File: src/rtl/ex_iter_divider.sv
// ex_iter_divider: multi-cycle restoring divider for DIV/DIVU in the EX stage.
// It produces one quotient bit per cycle, followed by a single DONE cycle.
// The result is {remainder, quotient}.
// The stall output holds the divide instruction in EX until its result is ready.
module ex_iter_divider #(
    parameter int WIDTH = 32
) (
    input  logic               clk,
    input  logic               reset_n,
    input  logic               start,
    input  logic               is_signed,
    input  logic               flush,
    input  logic [WIDTH-1:0]   dividend,
    input  logic [WIDTH-1:0]   divisor,
    output logic               stall,
    output logic               busy,
    output logic               done,
    output logic [2*WIDTH-1:0] result_x64
);

    localparam int CW = (WIDTH > 1) ? $clog2(WIDTH) : 1;
    localparam logic [CW-1:0] LAST_COUNT = CW'(WIDTH - 1);

    typedef enum logic [1:0] {
        S_IDLE = 2'd0,
        S_RUN  = 2'd1,
        S_DONE = 2'd2
    } state_t;

    state_t             state_q, state_d;
    logic [WIDTH-1:0]   rem_q, rem_d;
    logic [WIDTH-1:0]   quo_q, quo_d;
    logic [WIDTH-1:0]   dvs_q, dvs_d;
    logic [WIDTH-1:0]   dvd_raw_q, dvd_raw_d;
    logic               quo_neg_q, quo_neg_d;
    logic               rem_neg_q, rem_neg_d;
    logic               div_zero_q, div_zero_d;
    logic [CW-1:0]      count_q, count_d;
    logic               busy_q, busy_d;
    logic               done_q, done_d;
    logic [2*WIDTH-1:0] result_q, result_d;

    // Operand conditioning and one restoring-division step.
    logic [WIDTH-1:0]   dvd_abs, dvs_abs;
    logic [WIDTH:0]     shifted, diff;
    logic               fits;
    logic [WIDTH-1:0]   rem_next, quo_next, rem_fix, quo_fix;

    // Compute the absolute operands, the trial subtraction and the sign fix-up.
    always_comb begin
        dvd_abs  = (is_signed && dividend[WIDTH-1]) ? -dividend : dividend;
        dvs_abs  = (is_signed && divisor[WIDTH-1])  ? -divisor  : divisor;
        // The partial remainder is always below the divisor.
        // So the shifted value fits in WIDTH+1 bits.
        shifted  = {rem_q, quo_q[WIDTH-1]};
        diff     = shifted - {1'b0, dvs_q};
        fits     = ~diff[WIDTH];
        rem_next = fits ? diff[WIDTH-1:0] : shifted[WIDTH-1:0];
        quo_next = {quo_q[WIDTH-2:0], fits};
        quo_fix  = quo_neg_q ? -quo_next : quo_next;
        rem_fix  = rem_neg_q ? -rem_next : rem_next;
    end

    // Next-state logic for the IDLE -> RUN -> DONE sequence.
    always_comb begin
        state_d    = state_q;
        rem_d      = rem_q;
        quo_d      = quo_q;
        dvs_d      = dvs_q;
        dvd_raw_d  = dvd_raw_q;
        quo_neg_d  = quo_neg_q;
        rem_neg_d  = rem_neg_q;
        div_zero_d = div_zero_q;
        count_d    = count_q;
        busy_d     = 1'b0;
        done_d     = 1'b0;
        result_d   = result_q;
        case (state_q)
            S_IDLE: begin
                if (start && !flush) begin
                    state_d    = S_RUN;
                    busy_d     = 1'b1;
                    rem_d      = '0;
                    quo_d      = dvd_abs;
                    dvs_d      = dvs_abs;
                    dvd_raw_d  = dividend;
                    quo_neg_d  = is_signed & (dividend[WIDTH-1] ^ divisor[WIDTH-1]);
                    rem_neg_d  = is_signed & dividend[WIDTH-1];
                    div_zero_d = (divisor == '0);
                    count_d    = '0;
                end
            end
            S_RUN: begin
                if (flush) begin
                    state_d = S_IDLE;
                end else begin
                    rem_d   = rem_next;
                    quo_d   = quo_next;
                    count_d = count_q + CW'(1);
                    if (count_q == LAST_COUNT) begin
                        state_d = S_DONE;
                        done_d  = 1'b1;
                        // A zero divisor yields an all-ones quotient and the raw dividend.
                        // This overrides the sign fix-up.
                        result_d = div_zero_q ? {dvd_raw_q, {WIDTH{1'b1}}}
                                              : {rem_fix, quo_fix};
                    end else begin
                        busy_d = 1'b1;
                    end
                end
            end
            S_DONE: begin
                state_d = S_IDLE;
            end
            default: begin
                state_d = S_IDLE;
            end
        endcase
    end

    // State and registered outputs, with an asynchronous reset.
    always_ff @(posedge clk or negedge reset_n) begin
        if (!reset_n) begin
            state_q    <= S_IDLE;
            rem_q      <= '0;
            quo_q      <= '0;
            dvs_q      <= '0;
            dvd_raw_q  <= '0;
            quo_neg_q  <= 1'b0;
            rem_neg_q  <= 1'b0;
            div_zero_q <= 1'b0;
            count_q    <= '0;
            busy_q     <= 1'b0;
            done_q     <= 1'b0;
            result_q   <= '0;
        end else begin
            state_q    <= state_d;
            rem_q      <= rem_d;
            quo_q      <= quo_d;
            dvs_q      <= dvs_d;
            dvd_raw_q  <= dvd_raw_d;
            quo_neg_q  <= quo_neg_d;
            rem_neg_q  <= rem_neg_d;
            div_zero_q <= div_zero_d;
            count_q    <= count_d;
            busy_q     <= busy_d;
            done_q     <= done_d;
            result_q   <= result_d;
        end
    end

    // The stall must be raised in the same cycle that start arrives, so it is combinational.
    assign stall      = ((state_q == S_IDLE) && start && !flush) || (state_q == S_RUN);
    assign busy       = busy_q;
    assign done       = done_q;
    assign result_x64 = result_q;

endmodule

File: config.mk
export PLATFORM = sky130hd
export DESIGN_NAME = ex_iter_divider
export DESIGN_NICKNAME = d
export VERILOG_FILES = /design/src/rtl/ex_iter_divider.sv
export SDC_FILE = /design/constraint.sdc
export NUM_CORES = 1
export LEC_CHECK = 0
export ABC_AREA = 1
export CORE_MARGIN = 2
export CORE_UTILIZATION = 36
export DETAILED_ROUTE_END_ITERATION = 16
export PLACE_DENSITY = 0.65
export SLEW_MARGIN = 15
export SYNTH_ARGS = -nofsm -noshare
export SYNTH_HDL_FRONTEND = slang
export SYNTH_SLANG_ARGS = --single-unit
File: constraint.sdc
create_clock -name clk -period 3.75 [get_ports clk]
set_input_delay 0.375 -clock clk [delete_from_list [all_inputs] [get_ports clk]]
set_output_delay 0.375 -clock clk [all_outputs]
set_load 0.005 [all_outputs]
==> results of run 1 <==
synthesized netlist by cell type (4+ instances only):
library cell / number
nand2_1: 619
inv_1: 283
dfrtp_1: 204
o21ai_0: 184
nor2_1: 179
nand3_1: 114
a21oi_1: 92
clkbuf_1: 60
o22ai_1: 44
ha_1: 38
xor2_1: 38
xnor2_1: 32
nand2_2: 24
nor3_1: 24
o211ai_1: 21
nand4_1: 17
a31oi_1: 16
nor4_1: 12
o21ai_1: 8
o21bai_1: 8
nand3b_1: 7
nand2_4: 6
o221ai_1: 6
or2_2: 6
buf_1: 5
nor2_2: 5
o21ai_2: 4
o31ai_1: 4
layout make-up:
type                    instances  area [um2]  share of cell area [%]
clock inverters                14         239                    1.31
flip-flops and latches        204        5100                    28.0
well taps                     518         648                    3.56
multi-input cells            1537        7910                    43.4
repair buffers                282        2530                    13.9
inverters                     289        1080                    5.96
clock buffers                  32         702                    3.85
registers in the layout, summed over array words and instances, names as in the netlist:
name	flops
count_q	5
done	1
quo_neg_q	1
result_x64	64
quo_q	32
state_q	2
rem_neg_q	1
rem_q	32
busy	1
div_zero_q	1
dvs_q	32
dvd_raw_q	32
layout by cell type, fill, tap and decap left out, types with 4 or more instances in the layout:
cell type	count
xnor2_1	32
nand2_2	31
a21oi_2	6
a21oi_1	87
clkbuf_8	6
ha_1	35
nor2_2	9
clkbuf_16	26
clkinv_2	6
nand3_1	110
buf_4	141
o21bai_1	8
o211ai_1	21
inv_1	280
o21ai_0	179
clkdlybuf4s50_1	134
nor2_1	175
nand4_1	17
o21ai_2	5
buf_12	4
o21ai_1	11
xor2_1	38
a31oi_1	16
o22ai_1	44
inv_2	6
nand3b_1	7
bufinv_16	6
o31ai_1	4
nor3_1	24
nand3_2	5
o221ai_1	6
or2_2	5
nand2_4	6
nor4_1	12
nand2_1	611
dfrtp_1	204
worst max-delay path, stage by stage (launching register included):
cell,delay (ns)
dfrtp_1,0.42
ha_4,0.18
fa_2,0.34
inv_2,0.06
nand2_1,0.04
nand2_1,0.06
nand3_1,0.08
nand2_2,0.11
nand2_2,0.06
nand2_2,0.09
nand2_4,0.07
nand2_4,0.08
nand2_4,0.06
nand2_4,0.09
buf_4,0.25
buf_12,0.19
nand2_1,0.07
nand2_2,0.14
nand2_1,0.10
nor2_1,0.20
nand2_1,0.10
o21ai_2,0.29
nand2_1,0.09
nand2_1,0.06
nand3_1,0.09
nand2_2,0.13
nand2_1,0.05
what timing repair did:
action | CTS | global route
hold buffers | 1 | 0
gates cloned | 0 | 1
endpoints found under the setup margin | 3 | 33
hold endpoints to repair | 99 | 0
gates resized for setup | 1 | 26
buffers inserted | 0 | 9
pin swaps | 1 | 16
metal layers:
layer  share of wire, %  wire length [um]  vias up  global-route usage [%]
li1                   -                 -     7274                       -
met4                3.6              1790        0                    8.42
met1                 45             22500     6914                    33.1
met2                 45             22300      453                    38.2
met5                  0                 0        -                       0
met3                6.4              3200       87                    3.80
per-stage QoR:
stage,util (%),TNS [ns]
global placement,43.8,0
floorplan,-,-0.335
finish,46.8,0
detailed placement,43.8,0
global route,46.8,-0.656
CTS,46.3,0
power by group through the flow:
stage,clock [mW],combinational (mW),sequential [mW]
after floorplan,0,4.38,2.76
after global placement,0,6.85,2.85
after detailed placement,0,6.92,2.87
after CTS,2.83,6.96,2.83
after global routing,2.92,8.02,2.90
final,2.77,7.20,2.85
worst paths after layout:
check	startpoint	endpoint	slack (ns)	cells after the start
min in group clk	result_x64[43]$_DFFE_PN0P_	result_x64[43]$_DFFE_PN0P_	0.48	2
worst max-delay path	dvs_q[0]$_DFFE_PN0P_	result_x64[63]$_DFFE_PN0P_	0.13	26
max in group asynchronous	reset_n	rem_q[17]$_DFFE_PN0P_	2.42	3
worst max register to register	dvs_q[0]$_DFFE_PN0P_	result_x64[63]$_DFFE_PN0P_	0.13	26
worst min-delay path	reset_n	result_x64[16]$_DFFE_PN0P_	0.44	2
worst min register to register	result_x64[43]$_DFFE_PN0P_	result_x64[43]$_DFFE_PN0P_	0.48	2
cells by family (layout without fill, tap and decap cells):
family	Yosys count	after routing	share of synthesized area, %
buf+inv	363	617	9.95
simple gates	1030	1030	30.7
compound gates	398	398	15.8
flops	204	204	35.8
xor+xnor	70	70	4.30
fa+ha+maj	39	39	3.47
==> flow_metrics.tcl, run 1 <==
set metrics [dict create \
    run_status "finished clean" \
    final_antenna_net_count 0 \
    vias 14728 \
    post_drt_wl_per_cell_um 17.3 \
    switchingPower_mw 5.76 \
    cp.arrival_ns 4.07 \
    grt_pass1_wl_mm 78.4 \
    fin_skew_ns 0.0134 \
    worstSetupPathType "reg2reg" \
    yosysSeqAreaShare_pct 35.8 \
    max_cap_violations 0 \
    antenna_found_initial 0 \
    setup_viol 0 \
    design_area_um2 18200 \
    synth_largest_area_cell "dfrtp_1" \
    cts_buffer_depth 3 \
    pwr-share-seq_pct 22.2 \
    sw_frac_of_total_pct 44.9 \
    ir_drop_mv 0.340 \
    die_x_um 203 \
    synth_cell_types 54 \
    dr.pass1.iters 5 \
    total_power_mw 12.8 \
    grt_max_degree 104 \
    port-buffer-count 135 \
    ys_warn_count 0 \
    track_usage_pct 24.0 \
    setup_ws_ns 0.125 \
    drt_iter0_markers 1143 \
    slew_headroom_pct 24.7 \
    start_util_pct 36.6 \
    internal-power_mw 7.08 \
    clkPwrFrac_pct 21.6 \
    p_per_area_nw_per_um2 704 \
    syn_area_per_cell_um2 6.78 \
    synth_edf_count 0 \
    cts.sinks 204 \
    final_cells 2876 \
    cts_tree "yes" \
    drive_gt1_share_pct 12.1 \
    tightest_slew_ns 1.13 \
    dp.cells 2819 \
    max_freq_mhz 276 \
    fp-row-count 72 \
    crit_fanout 16 \
    hpwl_mm 38.1 \
    hold_violations 0 \
    async_flop_share_pct 100 \
    fp.coreArea_um2 38900 \
    place.gp.congestion 0.933 \
    dieArea_um2 41200 \
    pre_cts_slack_ns 0.00232 \
    startpoint_type "register" \
    synth.top_cell.area_share_pct 35.8 \
    mappedNetlistArea_um2 14300 \
    combPwrFrac_pct 56.2 \
    overflow 0 \
    num-fill-cells 3929 \
    synth.net_count 2212 \
    viasPerCell 5.12 \
    place_area_um2 17100 \
    cts_buffers 25 \
    ios 136 \
    power.leakage_nw 9.29 \
    synth_top_flop_cell "dfrtp_1" \
    cp.required_ns 4.20 \
    report.final.slew_viol_count 0 \
    clk_pin_slew_ns 0.06 \
    hold_class "in2async" \
    drc_errors 0 \
    hold-worst-slack_ns 0.436 \
    cp-end-kind "register" \
    htreeDepth 1 \
    grt_pass1_vias 14199 \
    synth-seq-cells 204 \
    area_growth_syn_to_layout_pct 27.7 \
    synthCells 2104 \
    finalCritPeriodShare_pct 96.7 \
    rsz0062_at_grt "yes" \
    period_needed_ns 3.62 \
    ctsRootBufferMaster "clkbuf_16" \
    antenna_cells 0 \
    finalNetCount 2447 \
    wl_mm 49.7 \
    worst_skew_pair.late_latency_ns 0.56 \
    synth_area_leaders "dfrtp_1 (36%), nand2_1 (16%), inv_1 (7.4%)" \
    die_h_um 203 \
]
Power figures use the tool's default switching activity.
==> inputs of run 2 (changes only) <==
ABC_CLOCK_PERIOD_IN_PS = 3750   (was unset)
CORE_UTILIZATION = 23   (was 36)
PLACE_DENSITY = 0.49   (was 0.65)
==> run 2 against run 1 <==
Net effect: the flow now finishes with violations (setup timing); wire length rose by 7.8%; first-iteration DRC count fell by 15%; global-route usage fell by 7.4 points; clock power fell by 6%; die area rose by 55%; non-clock buffer count rose by 24; clock-buffer cell count fell by 4; combinational power rose by 2%; register-to-register slack got worse by 0.16 ns; clock skew rose by 0.0097 ns; sequential cell count did not move; power fell by 0.38%; critical endpoint is now result_x64[28]$_DFFE_PN0P_; largest cell class unchanged.
==> flow_metrics.tcl, run 2 (synthesis results as in run 1) <==
set metrics [dict create \
    fin_skew_ns 0.0231 \
    internal-power_mw 6.90 \
    die_h_um 253 \
    layout_commonest_cell "nand2_1" \
    crit_fanout 3 \
    finalNetCount 2471 \
    dp.cells 3119 \
    dr.pass1.iters 5 \
    final_cells 3172 \
    crit_slowest_cell "dfrtp_1" \
    grt_max_degree 79 \
    drt_iter0_markers 968 \
    timing.rr.end "result_x64[28]$_DFFE_PN0P_" \
    setup_viol 3 \
    wl_mm 53.6 \
    rsz0062_at_grt "yes" \
    hold_violations 0 \
    final_antenna_net_count 0 \
    reg2reg_slack_ns -0.03 \
    grt_pass1_wl_mm 83.2 \
    antenna_found_initial 1 \
    tightest_slew_ns 0.834 \
    vias 14628 \
    max_freq_mhz 265 \
    violations "setup timing" \
    setup_tns_ns -0.0526 \
    max_cap_violations 0 \
    total_power_mw 12.8 \
    worstSetupPathType "reg2reg" \
    ir_drop_mv 0.420 \
    start_util_pct 23.2 \
    ctsRootBufferMaster "clkbuf_16" \
    cts_buffers 25 \
    post_drt_wl_per_cell_um 16.9 \
    cts.sinks 204 \
    hpwl_mm 42.0 \
    htreeDepth 1 \
    ios 136 \
    viasPerCell 4.61 \
    r2r_cells 29 \
    grt_pass1_vias 14598 \
    clk_pin_slew_ns 0.06 \
    setup_ws_ns -0.0305 \
    period_needed_ns 3.78 \
    cp-end-kind "register" \
    die_x_um 253 \
    sw_frac_of_total_pct 46.0 \
    fp.coreArea_um2 61500 \
    drive_gt1_share_pct 13.1 \
    mostFrequentLayoutCells "nand2_1 (611), inv_1 (281), dfrtp_1 (204)" \
    power.leakage_nw 9.34 \
    overflow 0 \
    max_stage_delay_ns 0.41 \
    design_area_um2 18700 \
    track_usage_pct 16.6 \
    clkPwrFrac_pct 20.2 \
    pwr-share-seq_pct 22.2 \
    timing.rr.start "dvs_q[0]$_DFFE_PN0P_" \
    cp.arrival_ns 4.24 \
    largest_register_ffs 64 \
    worst_skew_pair.late_latency_ns 0.57 \
    drc_errors 0 \
    finalCritPeriodShare_pct 101 \
    startpoint_type "register" \
    combPwrFrac_pct 57.6 \
    fp-row-count 91 \
    cts_buffer_depth 3 \
    hold-worst-slack_ns 0.376 \
    antenna_cells 0 \
    port-buffer-count 135 \
    dieArea_um2 64000 \
    switchingPower_mw 5.88 \
    place_area_um2 17600 \
    place.gp.congestion 0.926 \
    hold_class "in2async" \
    area_growth_syn_to_layout_pct 30.9 \
    cp.required_ns 4.21 \
    report.final.slew_viol_count 0 \
    slew_headroom_pct 44.3 \
    p_per_area_nw_per_um2 685 \
    cts_tree "yes" \
    run_status "finished with violations" \
]
## run 2: cell count changes in the layout (fill, tap and decap cells not counted), moves of 3 or more
cell,delta
buf_4,+25
bufinv_16,-3
clkbuf_8,-4
clkinvlp_4,+5
ha_1,-3
ha_4,+3
nor2_2,-3
## run 2: per-stage QoR
stage / worst slack [ns] / util, %
floorplan: -0.154 / -
global placement: -0.125 / 28.6
detailed placement: -0.168 / 28.6
CTS: 0.0160 / 30.1
global route: -0.266 / 30.4
finish: -0.0305 / 30.4
## run 2: layout make-up
cell class              instances  area, um2
clock inverters                18        211
flip-flops and latches        204       5100
clock buffers                  28        657
repair buffers                306       2690
fillers                      6719      42800
inverters                     289       1080
multi-input cells            1537       7930
well taps                     790        988
## run 2: power groups by stage
stage / logic (mW) / clock network [mW] / registers, mW
after floorplan: 4.38 / 0 / 2.76
after global placement: 7.21 / 0 / 2.85
after detailed placement: 7.23 / 0 / 2.86
after CTS: 7.28 / 2.66 / 2.83
after global routing: 8.22 / 2.74 / 2.88
final: 7.36 / 2.59 / 2.84
## run 2: what timing repair did
| item | in CTS | in global routing |
|---|---|---|
| endpoints found under the setup margin | 17 | 33 |
| pin swaps | 4 | 18 |
| hold endpoints to repair | 62 | 0 |
| gates resized for setup | 5 | 23 |
| setup buffers | 0 | 6 |
| hold buffers | 1 | 0 |
## run 2: worst max path at each step
| stage | start | endpoint | slack (ns) | depth (start not counted) |
|---|---|---|---|---|
| final | dvs_q[0]$_DFFE_PN0P_ | result_x64[28]$_DFFE_PN0P_ | -0.03 | 29 |
| after global routing | dvs_q[0]$_DFFE_PN0P_ | result_x64[28]$_DFFE_PN0P_ | -0.27 | 29 |
| after CTS | quo_q[31]$_DFFE_PN0P_ | result_x64[30]$_DFFE_PN0P_ | 0.02 | 30 |
| after detailed placement | quo_q[31]$_DFFE_PN0P_ | result_x64[30]$_DFFE_PN0P_ | -0.17 | 30 |
| after global placement | quo_q[31]$_DFFE_PN0P_ | result_x64[30]$_DFFE_PN0P_ | -0.12 | 30 |
| after floorplan | dvs_q[0]$_DFFE_PN0P_ | result_x64[24]$_DFFE_PN0P_ | -0.15 | 30 |
## run 2: critical path: cells and delay by family (launching register included)
| kind | cells | cell delay, ns |
|---|---|---|
| buffers and inverters | 4 | 0.22 |
| AO/OA/AOI/OAI | 5 | 0.71 |
| adder cells (fa/ha/maj) | 3 | 0.68 |
| flip-flops | 1 | 0.41 |
| AND/OR/NAND/NOR | 17 | 1.64 |
## run 2: routing by layer
| metal | GRT usage, % | part of all wire (%) | vias up |
|---|---|---|---|
| met3 | 1.69 | 4.0 | 70 |
| met4 | 5.66 | 3.3 | 0 |
| met5 | 0 | 0 | - |
| met1 | 22.1 | 46 | 6909 |
| li1 | - | - | 7322 |
| met2 | 28.1 | 47 | 327 |
==> inputs of run 3 (changes only) <==
GPL_ROUTABILITY_DRIVEN = 0   (was unset)
==> run 3 against run 2 <==
Net effect: the flow now finishes without violations; via count up 0.96%; clock-buffer cell count up 9; global-route usage down 0.25 points; worst hold slack worse by 0.0064 ns; sequential share of layout area up 0.10 points; register-to-register slack better by 0.06 ns; cell count down 0.16%; sequential power about the same.
==> flow_metrics.tcl, run 3 (synthesis results as in run 1) <==
set metrics [dict create \
    ctsRootBufferMaster "clkbuf_16" \
    finalCritPeriodShare_pct 99.2 \
    drt_iter0_markers 1200 \
    cts_tree "yes" \
    post_drt_wl_per_cell_um 16.8 \
    period_needed_ns 3.72 \
    antenna_cells 0 \
    tightest_slew_ns 0.852 \
    track_usage_pct 16.4 \
    num-fill-cells 6742 \
    r2r_cells 26 \
    final_antenna_net_count 0 \
    die_x_um 253 \
    worstSetupPathType "reg2reg" \
    startpoint "dvs_q[0]$_DFFE_PN0P_" \
    timing.rr.start "dvs_q[0]$_DFFE_PN0P_" \
    htreeDepth 1 \
    hold_class "in2async" \
    overflow 0 \
    wl_met2_mm 25.2 \
    viasPerCell 4.66 \
    total_power_mw 12.7 \
    port-buffer-count 135 \
    setup_tns_ns 0 \
    p_per_area_nw_per_um2 685 \
    hpwl_mm 41.1 \
    critPathBufInv 4 \
    cp_num_cells 26 \
    multiInputGateArea_um2 7890 \
    hold_violations 0 \
    fin_skew_ns 0.0123 \
    grt_pass1_vias 14461 \
    finalNetCount 2466 \
    max_freq_mhz 269 \
    startpoint_type "register" \
    design_area_um2 18600 \
    cts.sinks 204 \
    cts_buffers 26 \
    crit_family "simple AND/OR/NAND/NOR gates" \
    antenna_found_initial 1 \
    drive_gt1_share_pct 12.7 \
    wl_met3_mm 2.00 \
    cts_buffer_depth 3 \
    place_area_um2 17500 \
    die_h_um 253 \
    worst_skew_pair.late_latency_ns 0.56 \
    wl_mm 53.2 \
    max_stage_delay_ns 0.39 \
    cp.arrival_ns 4.16 \
    grt_pass1_wl_mm 82.6 \
    layout_commonest_cell "nand2_1" \
    run_status "finished clean" \
    setup_viol 0 \
    ios 136 \
    crit_slowest_cell "dfrtp_1" \
    cp.required_ns 4.19 \
    rsz0062_at_grt "yes" \
    vias 14769 \
    fp-row-count 91 \
    dr.pass1.iters 5 \
    slew_headroom_pct 43.1 \
    drc_errors 0 \
    report.final.slew_viol_count 0 \
    ir_drop_mv 0.391 \
    mostFrequentLayoutCells "nand2_1 (606), inv_1 (281), dfrtp_1 (204)" \
    power.leakage_nw 9.32 \
    grt_max_degree 86 \
    fp.coreArea_um2 61500 \
    dieArea_um2 64000 \
    m1WireLength_mm 24.6 \
    reg2reg_slack_ns 0.03 \
    timing.rr.end "result_x64[16]$_DFFE_PN0P_" \
    top_layer "met4" \
    area_growth_syn_to_layout_pct 30.4 \
    cp-end-kind "register" \
    max_cap_violations 0 \
    clk_pin_slew_ns 0.06 \
    crit_fanout 3 \
    start_util_pct 23.2 \
    largest_register_ffs 64 \
    crit_top_cell "nand2_4" \
    regArea_um2 5100 \
]
==> run 3: what timing repair did <==
action	CTS	global route
hold buffers	1	0
hold endpoints to repair	77	0
endpoints found under the setup margin	13	29
pin swaps	3	15
cloned	0	1
buffers inserted	1	8
gates resized for setup	5	23
==> run 3: cell type report <==
type	count	area share, %
Clock buffer	37	4.04
Clock inverter	10	0.686
Inverter	289	5.83
Multi-Input combinational cell	1537	42.4
Sequential cell	204	27.5
Tap cell	790	5.32
Timing Repair Buffer	300	14.3
==> run 3: per-layer routing <==
layer / up-vias / GRT usage (%)
met5: - / 0
met4: 0 / 4.75
met3: 75 / 1.52
met2: 364 / 28.1
met1: 7035 / 21.9
li1: 7295 / -
==> run 3: worst max path at each step <==
stage,slack (ns),end
3_3_place_gp,-0.16,result_x64[28]$_DFFE_PN0P_
6_report,0.03,result_x64[16]$_DFFE_PN0P_
4_1_cts,0.007,result_x64[60]$_DFFE_PN0P_
3_5_place_dp,-0.16,result_x64[30]$_DFFE_PN0P_
2_1_floorplan,-0.15,result_x64[24]$_DFFE_PN0P_
5_1_grt,-0.20,result_x64[28]$_DFFE_PN0P_
==> run 3: where the power goes <==
part / switching, mW / internal, mW / leakage [nW]
logic: 4.49 / 2.82 / 6.24
registers: 0.288 / 2.55 / 2.67
clock network: 1.06 / 1.54 / 0.413
==> run 3: metrics by stage <==
step | setup WS [ns] | hold slack (ns) | instances | utilization (%)
6_report | 0.0298 | 0.370 | 3167 | 30.2
5_1_grt | -0.201 | 0.449 | 3167 | 30.2
4_1_cts | 0.00671 | 0.433 | 3158 | 30.0
3_5_place_dp | -0.156 | 0.408 | 3109 | 28.5
3_3_place_gp | -0.163 | 0.403 | 3109 | 28.5
2_1_floorplan | -0.154 | 0.0794 | 2104 | -
